==> src/rtl/mem_access_ctrl_pkg.sv <==
// Shared definitions for the data-memory access controller.
//   state_t         : controller FSM states (IDLE, REQ, DONE)
//   ERR_RDATA       : load data returned when a request times out
//   TIMEOUT_DEFAULT : default cycle limit for the REQ state
package mem_access_ctrl_pkg;

    typedef enum logic [1:0] {
        IDLE = 2'd0,
        REQ  = 2'd1,
        DONE = 2'd2
    } state_t;

    localparam logic [31:0] ERR_RDATA       = 32'hDEAD_BEEF;
    localparam int          TIMEOUT_DEFAULT = 255;

endpackage

==> src/rtl/mem_access_ctrl.sv <==
// MEM-stage data-memory access controller. Turns a load/store held in the
// EX/MEM register into a single request/acknowledge transaction on the data
// memory port, stalling the front of the pipeline while it is outstanding.
//
// Ports:
//   clk, rst          : clock, asynchronous active-high reset
//   mem_read_i        : load request from EX/MEM
//   mem_write_i       : store request from EX/MEM (wins over mem_read_i)
//   addr_i, wdata_i   : byte address and store data from EX/MEM
//   stall_o           : freezes PC, IF/ID, ID/EX and EX/MEM (combinational)
//   rdata_o           : load data to MEM/WB, held until the next load completes
//   rdata_valid_o     : one-cycle pulse when rdata_o carries a completed load
//   misalign_o        : one-cycle pulse on a non-word-aligned access
//   bus_err_o         : one-cycle pulse when a request is aborted by timeout
//   dm_req_o, dm_we_o : memory request and write enable
//   dm_addr_o         : latched address to memory
//   dm_wdata_o        : latched store data to memory
//   dm_ack_i          : memory completion
//   dm_rdata_i        : memory read data
module mem_access_ctrl
    import mem_access_ctrl_pkg::*;
#(
    parameter int ADDR_W  = 32,
    parameter int DATA_W  = 32,
    parameter int TIMEOUT = TIMEOUT_DEFAULT
) (
    input  logic              clk,
    input  logic              rst,
    input  logic              mem_read_i,
    input  logic              mem_write_i,
    input  logic [ADDR_W-1:0] addr_i,
    input  logic [DATA_W-1:0] wdata_i,
    output logic              stall_o,
    output logic [DATA_W-1:0] rdata_o,
    output logic              rdata_valid_o,
    output logic              misalign_o,
    output logic              bus_err_o,
    output logic              dm_req_o,
    output logic              dm_we_o,
    output logic [ADDR_W-1:0] dm_addr_o,
    output logic [DATA_W-1:0] dm_wdata_o,
    input  logic              dm_ack_i,
    input  logic [DATA_W-1:0] dm_rdata_i
);

    localparam logic [7:0]        TIMEOUT_LAST = 8'(TIMEOUT - 1);
    localparam logic [DATA_W-1:0] ERR_WORD     = DATA_W'(ERR_RDATA);

    state_t     state;
    logic [7:0] wait_cnt;
    logic       access;
    logic       aligned;

    assign access  = mem_read_i | mem_write_i;
    assign aligned = (addr_i[1:0] == 2'b00);

    // The stall must act in the same cycle the access appears, so it is
    // decoded from state and inputs. It is forced low while reset is held so
    // the pipeline is released the instant a transaction is killed.
    assign stall_o = !rst && (((state == IDLE) && access && aligned) || (state == REQ));

    // Single FSM block. The dm_* outputs double as the latched transaction
    // registers, so they stay constant for the whole REQ state. Pulse
    // outputs default low every cycle and are raised only on the transition
    // that produces them, so they are high for exactly the following cycle.
    always_ff @(posedge clk or posedge rst) begin
        if (rst) begin
            state         <= IDLE;
            wait_cnt      <= 8'd0;
            rdata_o       <= '0;
            rdata_valid_o <= 1'b0;
            misalign_o    <= 1'b0;
            bus_err_o     <= 1'b0;
            dm_req_o      <= 1'b0;
            dm_we_o       <= 1'b0;
            dm_addr_o     <= '0;
            dm_wdata_o    <= '0;
        end else begin
            rdata_valid_o <= 1'b0;
            misalign_o    <= 1'b0;
            bus_err_o     <= 1'b0;
            case (state)
                IDLE: begin
                    if (access) begin
                        if (aligned) begin
                            dm_addr_o  <= addr_i;
                            dm_wdata_o <= wdata_i;
                            dm_we_o    <= mem_write_i;
                            dm_req_o   <= 1'b1;
                            wait_cnt   <= 8'd0;
                            state      <= REQ;
                        end else begin
                            misalign_o <= 1'b1;
                        end
                    end
                end
                REQ: begin
                    // An acknowledge in the final allowed cycle still counts
                    // as a normal completion, so it is tested first.
                    if (dm_ack_i) begin
                        if (!dm_we_o) begin
                            rdata_o <= dm_rdata_i;
                        end
                        rdata_valid_o <= !dm_we_o;
                        dm_req_o      <= 1'b0;
                        state         <= DONE;
                    end else if (wait_cnt == TIMEOUT_LAST) begin
                        if (!dm_we_o) begin
                            rdata_o <= ERR_WORD;
                        end
                        rdata_valid_o <= !dm_we_o;
                        bus_err_o     <= 1'b1;
                        dm_req_o      <= 1'b0;
                        state         <= DONE;
                    end else begin
                        wait_cnt <= wait_cnt + 8'd1;
                    end
                end
                DONE: begin
                    // The finished instruction is still sitting in EX/MEM
                    // this cycle; ignore it and let the pipeline advance.
                    state <= IDLE;
                end
                default: begin
                    state <= IDLE;
                end
            endcase
        end
    end

endmodule

==> config.mk <==
export PLATFORM = sky130hd
export DESIGN_NAME = mem_access_ctrl
export DESIGN_NICKNAME = d
export VERILOG_FILES = /design/src/rtl/mem_access_ctrl_pkg.sv /design/src/rtl/mem_access_ctrl.sv
export SDC_FILE = /design/constraint.sdc
export NUM_CORES = 1
export LEC_CHECK = 0
export CAP_MARGIN = 20
export CORE_MARGIN = 2
export CORE_UTILIZATION = 41
export CTS_CLUSTER_SIZE = 16
export DETAILED_ROUTE_END_ITERATION = 8
export PLACE_DENSITY = 0.81
export SLEW_MARGIN = 30
export SYNTH_ARGS = -nofsm -noshare
export SYNTH_HDL_FRONTEND = slang
export SYNTH_SLANG_ARGS = --single-unit
==> constraint.sdc <==
create_clock -name clk -period 4.65 [get_ports clk]
set_input_delay 0.93 -clock clk [delete_from_list [all_inputs] [get_ports clk]]
set_output_delay 0.93 -clock clk [all_outputs]
set_load 0.005 [all_outputs]
==> qor.yml, run 1 <==
status: "completed"
synth_area_leader_cell: "dfrtp_1"
fin_crit_ns: 3.41
skew_ns: 0.0164
wirelength_um: 10100
cp_max_fo: 3
yosys-top-cells-count: "dfrtp_1 (111), mux2_2 (65), o22a_1 (24), buf_2 (9), a22o_1 (8)"
p_leak_nw: 2.74
drt_iter0_markers: 120
cts_setup_buffers: 0
synth-simple-area-share_pct: 4.36
avgSynthCellArea_um2: 14.9
fin_nets: 586
gp_congestion: 0.853
yosysMostFrequentCell: "dfrtp_1"
vias: 3102
p_total_mw: 3.07
synthTopCellsByArea: "dfrtp_1 (66%), mux2_2 (17%), o22a_1 (5.0%), a22o_1 (1.7%), buf_2 (1.1%)"
synth_top_area_share_pct: 65.9
syn-cell-area_um2: 4220
route.detailed.drc: 0
end_kind: "output port"
postCtsHoldBufs: 0
ys_types: 32
synth_edf_count: 0
drive_gt1_share_pct: 18.0
cts-resized-gates: 0
tightest_slew_ns: 0.817
initial_core_util_pct: 41.6
n_antenna_cell: 0
rows: 37
powerDensity_nw_per_um2: 469
critPathLaunchType: "input pin"
ys_ff_latch: 111
die_h_um: 105
synth_top_family_by_area: "multiplexers"
grt-ovfl-total: 0
ioPinCount: 203
maxSlewHeadroom_pct: 45.4
dieArea_um2: 11100
antenna_left: 0
setup_slack_ns: 1.24
area_delta_synth_final_pct: 55.3
grt_max_degree: 75
antenna_found_initial: 0
synthMuxAreaShare_pct: 17.4
cts_sinks: 111
setup_viol: 0
drv_cap: 0
synth_seq_area_share_pct: 65.9
cts_root_buf: "clkbuf_8"
arrival_ns: 2.48
io_buffers: 202
clk_latency_ns: 0.36
place_ws_ns: 1.24
fin_crit_sh_pct: 73.3
final_hold_viol_count: 0
syn_inst: 283
wire_per_inst_um: 16.2
max_freq_ghz: 0.293
clk_pin_slew_ns: 0.10
rsz0062_at_grt: "false"
critPathKind: "in -> out"
async_flop_share_pct: 100
final_max_slew_viol_count: 0
synthesis.nets: 386
track_usage_pct: 18.3
viasPerCell: 4.97
cts_tree: "done"
grt_pass1_vias: 3188
htreeDepth: 3
grt_pass1_wl_um: 16100
hold_class: "reg -> reg"
first_pass_iters: 4
ir_worst_vdd_mv: 0.203
synthXorXnorAreaFrac_pct: 0
fp.coreArea_um2: 10100
synthAdderAreaFrac_pct: 0.593
yosys_warnings: 0
dp_hpwl_um: 7410
fin_setup_tns_ns: 0
die_w_um: 105
synth_ff_type: "dfrtp_1"
cts_buffers: 9
cp.required_ns: 3.72
cts_buffer_depth: 2
nFillCells: 773
synth_compound_area_share_pct: 9.34
-- logic make-up (layout without fill, tap and decap cells) --
| family | count (synthesis) | count (layout) |
|---|---|---|
| simple gates | 35 | 35 |
| compound gates | 50 | 50 |
| mux | 65 | 65 |
| fa+ha+maj | 2 | 2 |
| buf+inv | 20 | 225 |
| flops | 111 | 111 |
-- report_power, final --
group	total [mW]	switching, mW	leakage, nW	internal [mW]
Clock	0.543	0.336	0.0940	0.207
Sequential	1.43	0.166	1.33	1.27
Combinational	1.09	0.317	1.32	0.777
-- layer usage --
metal,up-vias,share of wire (%),global-route usage (%)
li1,1428,-,-
met1,1538,43,23.9
met2,123,50,31.1
met3,13,5.7,3.15
met4,0,1.4,5.62
met5,-,0,0
-- worst paths after layout --
check / from / endpoint / slack [ns] / depth (start not counted)
worst max register to register: wait_cnt[0] / rdata_o[27] / 2.48 / 7
min in group asynchronous: rst / rdata_o[6] / 1.07 / 2
max in group asynchronous: rst / dm_wdata_o[31] / 2.81 / 3
worst min-delay path: dm_addr_o[0] / dm_addr_o[0] / 0.49 / 1
worst max-delay path: mem_write_i / stall_o / 1.24 / 6
worst min register to register: dm_addr_o[0] / dm_addr_o[0] / 0.49 / 1
-- stage by stage --
| stage | util, % | cell area [µm²] | hold WS, ns | cells |
|---|---|---|---|---|
| 6_report | 64.6 | 6550 | 0.492 | 624 |
| 5_1_grt | 64.6 | 6550 | 0.520 | 624 |
| 4_1_cts | 64.4 | 6530 | 0.500 | 623 |
| 3_5_place_dp | 62.5 | 6340 | 0.470 | 607 |
| 3_3_place_gp | 62.5 | 6340 | 0.460 | 607 |
| 2_1_floorplan | - | 4220 | 0.443 | 283 |
-- critical path, cell delays in order --
cell and delay [ns]:
clkdlybuf4s50_1 0.48, nor2_1 0.09, nor3_1 0.14, nor2_1 0.06, nor3_1 0.23, clkdlybuf4s50_1 0.56
-- cells in the final DEF (no fill, tap or decap), types with 2 or more instances in the layout --
cell type and count:
o21ai_0 3, clkbuf_8 9, o22a_1 24, and2_1 3
buf_4 2, a21oi_1 7, inv_8 2, nand3_1 5
nor4_1 2, and3_1 3, ha_1 2, nor3_1 4
nor2_1 7, nand2_1 5, o21a_1 2, dfrtp_1 111
clkdlybuf4s50_1 202, a22o_1 8, inv_1 2, nand2b_1 2
mux2_2 65, inv_6 3
-- final cells by class --
class | count | area [µm²] | share of cell area (%)
clock buffers | 9 | 124 | 1.89
clock inverters | 7 | 61.3 | 0.936
inverters | 4 | 20.0 | 0.306
multi-input cells | 152 | 1340 | 20.4
flip-flops and latches | 111 | 2780 | 42.4
well taps | 136 | 170 | 2.60
repair buffers | 205 | 2060 | 31.4
-- sequential cells by signal, summed over array words and instances, names as in the netlist, 2 cells and up --
name	cells
state	2
dm_wdata_o	32
wait_cnt	8
dm_addr_o	32
rdata_o	32
Power figures use the tool's default switching activity.
==> run 2, diff against run 1 <==
Settings changed: CORE_UTILIZATION 41 to 37, PLACE_DENSITY 0.81 to 0.77.
Clock period 4.65 ns to 2.75 ns, I/O delays scaled along.
==> run 2 against run 1 <==
Routed wire length is 5.6% higher. Global-route usage is 0.28 points lower. Critical endpoint unchanged. Largest power group unchanged. Setup slack worse by 0.97 ns. Non-clock buffer count up 3. Total power increased by 81%. Count of clock-buffer cells in the layout grew 2. Sequential share of layout area shrank 0.93 points. First-iteration DRC count grew to 2.5 times the previous value. Core utilization is 3.6 points lower. Clock power grew 130%. Flip-flop and latch count stayed put. Die area up 10%.
==> qor.yml, run 2 (synthesis results as in run 1) <==
status: "completed"  # unchanged
drt_iter0_markers: 300  # was 120
ioPinCount: 203  # unchanged
clk_pin_slew_ns: 0.07  # was 0.10 ns
cts_tree: "done"  # unchanged
viasPerCell: 5.03  # was 4.97
drive_gt1_share_pct: 18.5  # was 18.0%
die_h_um: 111  # was 105 µm
critical-path-top-delay-family: "buffers and inverters"  # unchanged
area_delta_synth_final_pct: 58.7  # was 55.3%
dp_hpwl_um: 7930  # was 7410 µm
maxSlewHeadroom_pct: 62.7  # was 45.4%
fin_setup_tns_ns: 0  # unchanged
htreeDepth: 3  # unchanged
arrival_ns: 1.93  # was 2.48 ns
fin_crit_ns: 2.48
n_antenna_cell: 0  # unchanged
hold_class: "in -> async"  # was reg -> reg
p_total_mw: 5.56  # was 3.07 mW
rsz0062_at_grt: "false"  # unchanged
powerDensity_nw_per_um2: 830  # was 469 nW/µm²
layout_commonest_cell: "clkdlybuf4s50_1"  # unchanged
placed_area_um2: 6400  # was 6340 µm²
cts_root_buf: "clkbuf_16"  # was clkbuf_8
vias: 3172  # was 3102
track_usage_pct: 18.0  # was 18.3%
initial_core_util_pct: 38.4  # was 41.6%
wirelength_um: 10700  # was 10100 µm
rows: 38  # was 37
cts-resized-gates: 0  # unchanged
fin_nets: 589  # was 586
setup_slack_ns: 0.274  # was 1.24 ns
critPathKind: "in -> out"  # unchanged
crit_slowest_cell: "clkdlybuf4s50_1"  # unchanged
grt_pass1_wl_um: 17700  # was 16100 µm
grt_pass1_vias: 3379  # was 3188
p_leak_nw: 2.80  # was 2.74 nW
ir_worst_vdd_mv: 0.485  # was 0.203 mV
postCtsHoldBufs: 0  # unchanged
cp_max_fo: 3  # unchanged
antenna_left: 0  # unchanged
end_kind: "output port"  # unchanged
cts_sinks: 111  # unchanged
critPathMaxStageDelay_ns: 0.53  # was 0.56 ns
mostFrequentLayoutCells: "clkdlybuf4s50_1 (202), dfrtp_1 (111), mux2_2 (65)"  # unchanged
cp.required_ns: 2.20  # was 3.72 ns
final_max_slew_viol_count: 0  # unchanged
final_hold_viol_count: 0  # unchanged
fin_crit_sh_pct: 90.0
hold_ws_ns: 0.483  # was 0.492 ns
setup_viol: 0  # unchanged
startpoint: "mem_write_i"  # unchanged
ff2ff_setup_slack_ns: 0.83  # was 2.48 ns
crit_chain: "clkdlybuf4s50_1 -> nor2_1 -> nor3_1 -> nor2_1 -> nor3_1 -> clkdlybuf4s50_1"  # unchanged
max_freq_ghz: 0.404
route.detailed.drc: 0  # unchanged
r2r-start: "wait_cnt[0]"  # unchanged
gp_congestion: 0.812  # was 0.853
cts_buffers: 9  # unchanged
reg.largest.list: "dm_addr_o (32), dm_wdata_o (32), rdata_o (32)"  # unchanged
clk_latency_ns: 0.34  # was 0.36 ns
die_w_um: 111  # was 105 µm
dieArea_um2: 12300  # was 11100 µm²
cts_buffer_depth: 2  # unchanged
grt_max_degree: 109  # was 75
timing.critical_path.buf_inv: 2  # unchanged
tightest_slew_ns: 0.560  # was 0.817 ns
cts_setup_buffers: 0  # unchanged
grt-ovfl-total: 0  # unchanged
wire_per_inst_um: 16.9  # was 16.2 µm
fp.coreArea_um2: 11000  # was 10100 µm²
io_buffers: 202  # unchanged
antenna_found_initial: 0  # unchanged
critPathLaunchType: "input pin"  # unchanged
skew_ns: 0.0108  # was 0.0164 ns
first_pass_iters: 4  # unchanged
finish.instance_area_um2: 6700  # was 6550 µm²
drv_cap: 0  # unchanged
place_ws_ns: 0.271  # was 1.24 ns
==> run 2: worst paths after layout <==
check | endpoint | cells past startpoint
max in group asynchronous | rdata_o[15] | 3
worst min register to register | rdata_o[11] | 1
min in group clk | rdata_o[11] | 1
worst max-delay path | stall_o | 6
worst max register to register | wait_cnt[1] | 6
worst min-delay path | dm_addr_o[20] | 2
==> run 2: area by class of cell <==
type / count / area [µm²]
clock buffers: 11 / 253
fillers: 829 / 4290
well taps: 140 / 175
clock inverters: 5 / 40.0
multi-input cells: 152 / 1340
repair buffers: 208 / 2090
inverters: 4 / 18.8
flip-flops and latches: 111 / 2780
==> run 2: layer usage <==
metal	GRT usage (%)	vias to the layer above	part of all wire, %
li1	-	1440	-
met1	20.9	1552	39
met2	30.6	163	49
met3	6.23	17	9.3
met4	7.08	0	2.1
met5	0	-	0
==> run 2: metrics by stage <==
step	utilization, %	cells
floorplan	-	283
global placement	58.3	615
detailed placement	58.3	615
CTS	61.0	631
global route	61.0	631
finish	61.0	631
==> run 2: where the power goes <==
| group | leakage (nW) | switching [mW] | internal [mW] |
|---|---|---|---|
| Sequential | 1.33 | 0.302 | 2.15 |
| Combinational | 1.33 | 0.536 | 1.32 |
| Clock | 0.146 | 0.580 | 0.673 |
==> run 3, diff against run 2 <==
Settings changed: CTS_CLUSTER_DIAMETER from default to 30.
==> results of run 3 <==
Final layout, timing and power as in run 2 (identical DEF).
